--- config.mk ---
export PLATFORM = sky130hd
export DESIGN_NAME = eth_deframer
export DESIGN_NICKNAME = d
export VERILOG_FILES = /design/src/rtl/eth_pkg.sv /design/src/rtl/crc32_byte.sv /design/src/rtl/eth_deframer.sv
export SDC_FILE = /design/constraint.sdc
export NUM_CORES = 1
export LEC_CHECK = 0
export ABC_AREA = 1
export CORE_AREA = 2 2 129 131
export CTS_BUF_LIST = sky130_fd_sc_hd__clkbuf_8
export CTS_CLUSTER_DIAMETER = 120
export CTS_CLUSTER_SIZE = 10
export DETAILED_ROUTE_END_ITERATION = 8
export DIE_AREA = 0 0 131 133
export PLACE_DENSITY = 0.93
export SLEW_MARGIN = 0
export SYNTH_ARGS = -nofsm -noshare
export SYNTH_HDL_FRONTEND = slang
export SYNTH_SLANG_ARGS = --single-unit
--- constraint.sdc ---
create_clock -name clk -period 5.2 [get_ports clk]
set_clock_uncertainty 0.15 [all_clocks]
set_input_delay 1.04 -clock clk [delete_from_list [all_inputs] [get_ports clk]]
set_output_delay 1.04 -clock clk [all_outputs]
set_load 0.05 [all_outputs]
--- src/rtl/eth_pkg.sv ---
// Ethernet framing constants and deframer state encoding shared by the rx and tx paths.
package eth_pkg;
  localparam logic [7:0]  ETH_PREAMBLE_BYTE = 8'h55;
  localparam logic [7:0]  ETH_SFD           = 8'hD5;
  localparam int          MAC_OCTETS        = 6;
  localparam int          ETHERTYPE_OCTETS  = 2;
  localparam int          FCS_OCTETS        = 4;
  localparam logic [31:0] ETH_CRC_POLY      = 32'hEDB88320;
  localparam logic [31:0] ETH_CRC_RESIDUE   = 32'hDEBB20E3;
  localparam logic [31:0] ETH_CRC_INIT      = 32'hFFFFFFFF;

  typedef enum logic [2:0] {
    ST_PREAMBLE,
    ST_DST,
    ST_SRC,
    ST_ETYPE,
    ST_PAYLOAD,
    ST_DROP
  } deframer_state_t;
endpackage

--- src/rtl/crc32_byte.sv ---
// Combinational reflected CRC-32 update by one byte (LSB-first), no final inversion.
module crc32_byte
  import eth_pkg::*;
(
  input  logic [31:0] crc,
  input  logic [7:0]  data,
  output logic [31:0] crc_next
);
  logic [31:0] c;

  always_comb begin
    c = crc ^ {24'h0, data};
    for (int i = 0; i < 8; i++) begin
      c = c[0] ? ((c >> 1) ^ ETH_CRC_POLY) : (c >> 1);
    end
    crc_next = c;
  end
endmodule

--- src/rtl/eth_deframer.sv ---
// Byte-wide Ethernet deframer: strips preamble/SFD/header/FCS, forwards payload delayed by a 4-byte hold line.
// Output beats are combinational with the input; output stall holds the input (no skid).
module eth_deframer
  import eth_pkg::*;
#(
  parameter bit CHECK_CRC = 1'b1
) (
  input  logic        clk,
  input  logic        sreset,
  output logic        in_axis_tready,
  input  logic        in_axis_tvalid,
  input  logic        in_axis_tlast,
  input  logic [7:0]  in_axis_tdata,
  input  logic        out_axis_tready,
  output logic        out_axis_tvalid,
  output logic        out_axis_tlast,
  output logic        out_axis_tuser,
  output logic [7:0]  out_axis_tdata,
  output logic [47:0] dst_mac,
  output logic [47:0] src_mac,
  output logic [15:0] ethertype,
  output logic        hdr_valid,
  output logic        frame_drop
);
  deframer_state_t state;
  logic [2:0]      cnt;
  logic [2:0]      fill;
  logic [7:0]      hold [FCS_OCTETS];
  logic [31:0]     crc;
  logic [31:0]     crc_nxt;
  logic            line_full;
  logic            acc;

  crc32_byte u_crc (
    .crc      (crc),
    .data     (in_axis_tdata),
    .crc_next (crc_nxt)
  );

  assign line_full       = (state == ST_PAYLOAD) && (fill == 3'(FCS_OCTETS));
  assign in_axis_tready  = line_full ? out_axis_tready : 1'b1;
  assign acc             = in_axis_tvalid && in_axis_tready;
  assign out_axis_tvalid = line_full && in_axis_tvalid;
  assign out_axis_tdata  = line_full ? hold[0] : 8'h00;
  assign out_axis_tlast  = out_axis_tvalid && in_axis_tlast;
  // The running CRC over header+payload+FCS lands on the fixed residue for a good frame.
  assign out_axis_tuser  = CHECK_CRC && out_axis_tlast && (crc_nxt != ETH_CRC_RESIDUE);
  assign hdr_valid       = !sreset && acc && !in_axis_tlast && (state == ST_ETYPE) &&
                           (cnt == 3'(ETHERTYPE_OCTETS - 1));
  // Any frame ending other than through a full hold line is a discard.
  assign frame_drop      = !sreset && acc && in_axis_tlast && !line_full;

  always_ff @(posedge clk) begin
    if (sreset) begin
      state     <= ST_PREAMBLE;
      cnt       <= '0;
      fill      <= '0;
      crc       <= ETH_CRC_INIT;
      dst_mac   <= '0;
      src_mac   <= '0;
      ethertype <= '0;
      for (int i = 0; i < FCS_OCTETS; i++) hold[i] <= '0;
    end else if (acc) begin
      case (state)
        ST_PREAMBLE: begin
          if (in_axis_tlast) begin
            state <= ST_PREAMBLE;
          end else if (in_axis_tdata == ETH_SFD) begin
            state <= ST_DST;
            cnt   <= '0;
            crc   <= ETH_CRC_INIT;
          end else if (in_axis_tdata != ETH_PREAMBLE_BYTE) begin
            state <= ST_DROP;
          end
        end
        ST_DST: begin
          dst_mac <= {dst_mac[39:0], in_axis_tdata};
          crc     <= crc_nxt;
          cnt     <= cnt + 3'd1;
          if (in_axis_tlast) state <= ST_PREAMBLE;
          else if (cnt == 3'(MAC_OCTETS - 1)) begin
            state <= ST_SRC;
            cnt   <= '0;
          end
        end
        ST_SRC: begin
          src_mac <= {src_mac[39:0], in_axis_tdata};
          crc     <= crc_nxt;
          cnt     <= cnt + 3'd1;
          if (in_axis_tlast) state <= ST_PREAMBLE;
          else if (cnt == 3'(MAC_OCTETS - 1)) begin
            state <= ST_ETYPE;
            cnt   <= '0;
          end
        end
        ST_ETYPE: begin
          ethertype <= {ethertype[7:0], in_axis_tdata};
          crc       <= crc_nxt;
          cnt       <= cnt + 3'd1;
          if (in_axis_tlast) state <= ST_PREAMBLE;
          else if (cnt == 3'(ETHERTYPE_OCTETS - 1)) begin
            state <= ST_PAYLOAD;
            fill  <= '0;
          end
        end
        ST_PAYLOAD: begin
          crc <= crc_nxt;
          for (int i = 0; i < FCS_OCTETS - 1; i++) hold[i] <= hold[i + 1];
          hold[FCS_OCTETS-1] <= in_axis_tdata;
          if (!line_full) fill <= fill + 3'd1;
          if (in_axis_tlast) begin
            state <= ST_PREAMBLE;
            fill  <= '0;
          end
        end
        ST_DROP: begin
          if (in_axis_tlast) state <= ST_PREAMBLE;
        end
        default: state <= ST_PREAMBLE;
      endcase
    end
  end
endmodule

# == Yosys cells after proc, flatten, opt, wreduce, memory -nomap -nowiden ==
# Memories as Yosys holds them, arrays and structs flattened.
# Cells that the tools add are included.
# Widths: inputs -> output; s select.
# totals
wordCells,116
output_inout_bits,126
mem_count,1
ramBits,32
register_bits,153
# memory_table
name,words,width,read_ports,rd_ports_with_merged_regs,wr,line,rtl
hold,4,8,4,0,4,eth_deframer.sv:28,logic [7:0] hold [FCS_OCTETS];
# op_classes
eq_ne,21
n_bitwise,13
addsub,2
mux,44
n_reduce_logical,28
# op_table
operator,n
$mux 32,10
$not 13->14,8
$pmux 32 s2,1
$mux 3,18
$mux 8,5
$ne 32x32->1 const B,1
$xor 32x8->32,1
$pmux 3 s5,1
$eq 3x3->1 const B,4
$logic_and 1x1->1,11
$ne 3x3->1 const B,3
$pmux 3 s3,1
$eq 8x8->1 const B,1
$ne 8x7->1 const B,1
$reduce_and 4->1,2
$mux 1,7
$add 3x1->3 const B,2
$eq 3x1->1 const B,2
$eq 3x2->1 const B,2
$ne 2x2->1 const B,3
$pmux 3 s2,1
$reduce_and 2->1,3
$reduce_and 6->1,1
$reduce_and 5->1,1
other kinds (10),18

# == Depth between registers and ports, before layout ==
# depth
depth_word,19
depth_mapped,17
mapped_depth_nobuf,17

# == Cells and area by module ==
# Synthesis repeated with hierarchy kept, for this count alone.
# unflattened
hier_cells,1175
hier_area_um2,8983.6
# by_module_without_submodules
module,cells_each,area_each_um2,n_inst,seq_area_each_um2
eth_deframer,952,7717.4,1,4023.9
crc32_byte,223,1266.2,1,0.0

# == Worst setup path before layout ==
# No wires, ideal clock.
# synth_timing
kind,input port to flip-flop
from,input port out_axis_tready
to,memory hold[0][0] (enable)
n_path_buf,0
arrival_time_ns,3.710
cell_stages,4
setup_slack_ns,0.874
path_cell_list,inv_1 > nand2_2 > nand2_2 > o21ai_0
# synth_lines
item,line,rtl
start: declaration,eth_deframer.sv:14,"input logic out_axis_tready,"
end: declaration,eth_deframer.sv:28,

# == Worst setup path after layout ==
# layout_timing
from,input port in_axis_tdata[0]
to,output port out_axis_tuser
# layout_via
elab_chain_cells,16
# layout_rtl
item,line,rtl
start: declaration,eth_deframer.sv:13,"input logic [7:0] in_axis_tdata,"
$xor 32x8->32 *,crc32_byte.sv:12,"c = crc ^ {24'h0, data};"
$mux 32 * (2 in series),crc32_byte.sv:14,c = c[0] ? ((c >> 1) ^ ETH_CRC_POLY) : (c >> 1);
$not 13->14 (no line) / $mux 32 (equally long branches),--,
$mux 32 *,crc32_byte.sv:14,
$not 13->14 (no line) / $mux 32 (equally long branches),--,
$mux 32 * (2 in series),crc32_byte.sv:14,
$not 13->14 (no line) / $mux 32 (equally long branches),--,
$mux 32 *,crc32_byte.sv:14,
$not 13->14 (no line) / $mux 32 (equally long branches),--,
$mux 32 *,crc32_byte.sv:14,
$not 13->14 (no line),--,
$mux 32 *,crc32_byte.sv:14,
$ne 32x32->1 *,eth_deframer.sv:47,assign out_axis_tuser = CHECK_CRC && out_axis_tlast && (crc_nxt != ETH_CRC_RESIDUE);
$logic_and 1x1->1 *,eth_deframer.sv:47,
end: declaration,eth_deframer.sv:17,"output logic out_axis_tuser,"
# Mark *: on every way between the ends. The rest lies on a longest branch, timed or not.

==> metrics <==
run status=complete, no violations; post-layout min period=4.86 ns; FP Rows=47; sequential cell area fraction in the yosys report=46.2%; gr usage total=27.4%; flops & latches, synth=185; TritonCTS Buffers=17; total grt overflow=0; static leakage=0.00431 uW; Iter 0 DRT Violations=830; Slew Viols, Final=0; Routed WL=24000 um; largest net degree at the start of global routing=114; NumNets Final=1342; CTS tree=yes; Yosys warning count=0; routed vias=8546; Fmax=206 MHz; CP Data Arrival Time=3.67 ns; clock-pin slew on the worst setup and hold paths=0.11 ns; count of input and output buffers=138; period utilization=93.6%; WP data required=4.01 ns; ys async rst share=0%; Worst-Skew Late Latency=0.47 ns; compound-cell area share of the yosys netlist=10.4%; design area=0.0105 sq mm; Slowest Stage Delay on Critical Path=0.65 ns; worst slew pin tran=1.15 ns; Power per Cell Area=281 mW/mm^2; drt drc=0; largest family of logic cells by synthesized area=simple AND/OR/NAND/NOR gates; cts repair resizes=0; Cells after Synth=1220; CTS Buffer Depth=2; via density per instance=5.49; Area Growth Syn to Fin=20.5%; Post-Synth Adder-Cell Area=0.718%; headroom to the max-slew limit=23.3%; Setup-failing EPs final=0; Avg WL per Cell=15.4 um; DIE AREA=0.0174 sq mm; most used cell, CP=nand2_1; Synth Area in Simple Gates=33.2%; CP max-delay cell=clkdlybuf4s50_1; Cell variety after synth=35; Synth Cell Area=0.00872 sq mm; area taken by multi-input logic gates=0.00396 sq mm; CP max FO=15; worst-path cell chain=clkdlybuf4s50_1 > nand2_1 > nand2_2 > nand2_1 > nand2_1 > ha_1 > inv_1 > nor2_1 > nand3_1 > nor3_1 > nand2_1 > nor2_1 > nand3_1 > nand2_1 > inv_1 > buf_4; Main synth FF type=dfxtp_1; die width=131 um; root buf cell=clkbuf_8; diode count=0; vias in the first global route=7809; CP startpoint kind=primary input; VDD IR max=0.174 mV; Sinks on Clock Net=185; Final HPWL DP=16200 um; Starting Density=53.9%; # IOs=139; Hold WC Path Type=register to register; Setup CP Type=primary input to output pin; number of hold buffers added after CTS=0; xor and xnor area share after synthesis=0.904%; Post-synth EDFFs=32; buffer count from post-CTS setup fixing=0; first-pass GRT wire length=38400 um; Final Hold Vio Count=0; first-pass iteration count of the detailed router=5; H-tree Lvls=4; core area=0.0162 sq mm; Fillers=1287; register area=0.00402 sq mm; crit path capture type=output pin; Routability Congestion=1.01; antenna violations before repair=0; Post-DP Area=0.0101 sq mm; share of layout cells above drive strength 1=7.26%; RSZ-0062 raised after global routing=false; syn_nets=1238; die height=133 um; antenna viol nets, final=0; setup_tns=0 ns; mux cell area share after synthesis=0%; max_cap viols=0; syn_area_per_cell=7.15 sq um
## report_power, final
| part | switching (uW) | internal, uW | total, uW |
|---|---|---|---|
| Sequential | 25.7 | 1490 | 1520 |
| Clock | 588 | 364 | 952 |
| Combinational | 351 | 132 | 483 |
## metrics by stage
step	utilization, %	cells	hold slack [ns]	power, uW	setup slack (ns)
global placement	62.6	1525	0.297	2010	0.455
finish	65.0	1556	0.317	2950	0.335
detailed placement	62.6	1525	0.302	2020	0.393
floorplan	-	1220	0.308	1900	0.874
CTS	65.0	1556	0.317	2950	0.375
global route	65.0	1556	0.334	3070	0.148
## critical path, delay by kind of cell
| kind | cells | cell delay (ns) |
|---|---|---|
| buffers and inverters | 4 | 0.91 |
| adder cells (fa/ha/maj) | 1 | 0.21 |
| AND/OR/NAND/NOR | 11 | 1.53 |
## state kept, by name, summed over array words and instances, names as in the netlist
register and cells:
cnt 3, crc 32, dst_mac 48, ethertype 16
fill 3, hold 32, src_mac 48, state 3
## synth_stat cells, types with 2 or more instances
library cell | instances | area share (%)
a21oi_1 | 119 | 6.8
buf_1 | 6 | 0.26
buf_2 | 23 | 1.3
buf_4 | 4 | 0.34
buf_6 | 9 | 1.2
clkbuf_1 | 23 | 0.99
dfxtp_1 | 153 | 35
edfxtp_1 | 32 | 11
ha_1 | 5 | 0.72
inv_1 | 94 | 4.0
inv_2 | 12 | 0.52
nand2_1 | 415 | 18
nand2_2 | 25 | 1.8
nand3_1 | 157 | 9.0
nand4_1 | 5 | 0.36
nor2_1 | 70 | 3.0
nor2_2 | 3 | 0.22
nor3_1 | 7 | 0.40
o21ai_0 | 17 | 0.98
o21ai_1 | 3 | 0.17
o22ai_1 | 14 | 1.0
o22ai_2 | 4 | 0.57
xnor2_1 | 2 | 0.20
xor2_1 | 7 | 0.70
## cells by family (layout without fill, tap and decap cells)
group           count (synthesis)  count (layout)
simple gates                  686             686
compound gates                164             164
xor+xnor                        9               9
fa+ha+maj                       5               5
flops                         185             185
buf+inv                       171             287
## layer usage
layer	global-route usage [%]	wire, um
met1	35.1	9880
met2	44.5	11600
met3	5.46	1610
met4	12.2	861
met5	0	0
## layout make-up
type / instances / share of cell area [%]
multi-input cells: 864 / 37.7
clock inverters: 14 / 1.43
clock buffers: 17 / 2.23
repair buffers: 150 / 14.0
inverters: 106 / 3.80
flip-flops and latches: 185 / 38.3
well taps: 220 / 2.62
## layout by cell type, fill, tap and decap left out, types with 2 or more instances in the layout
master / netlist / final
nand2_1: 415 / 415
nand3_1: 157 / 157
dfxtp_1: 153 / 153
clkdlybuf4s50_1: 0 / 136
a21oi_1: 119 / 119
inv_1: 94 / 94
nor2_1: 70 / 68
edfxtp_1: 32 / 32
nand2_2: 25 / 25
clkbuf_8: 0 / 17
o21ai_0: 17 / 16
o22ai_1: 14 / 14
buf_4: 4 / 14
inv_2: 12 / 11
inv_8: 0 / 8
nor3_1: 7 / 7
xor2_1: 7 / 7
nand4_1: 5 / 5
ha_1: 5 / 5
o22ai_2: 4 / 4
clkinv_4: 0 / 4
nor2_2: 3 / 3
nor2_4: 1 / 3
o21ai_1: 3 / 3
o21ai_2: 1 / 2
xnor2_1: 2 / 2
## final timing paths
path,slack (ns),to,start,cells after the start
worst max-delay path,0.34,out_axis_tuser,in_axis_tdata[0],16
worst min-delay path,0.32,dst_mac[40],dst_mac[40],2
worst max register to register,2.12,src_mac[34],fill[0],11
worst min register to register,0.32,dst_mac[40],dst_mac[40],2
(Power assumes the default switching activity.)
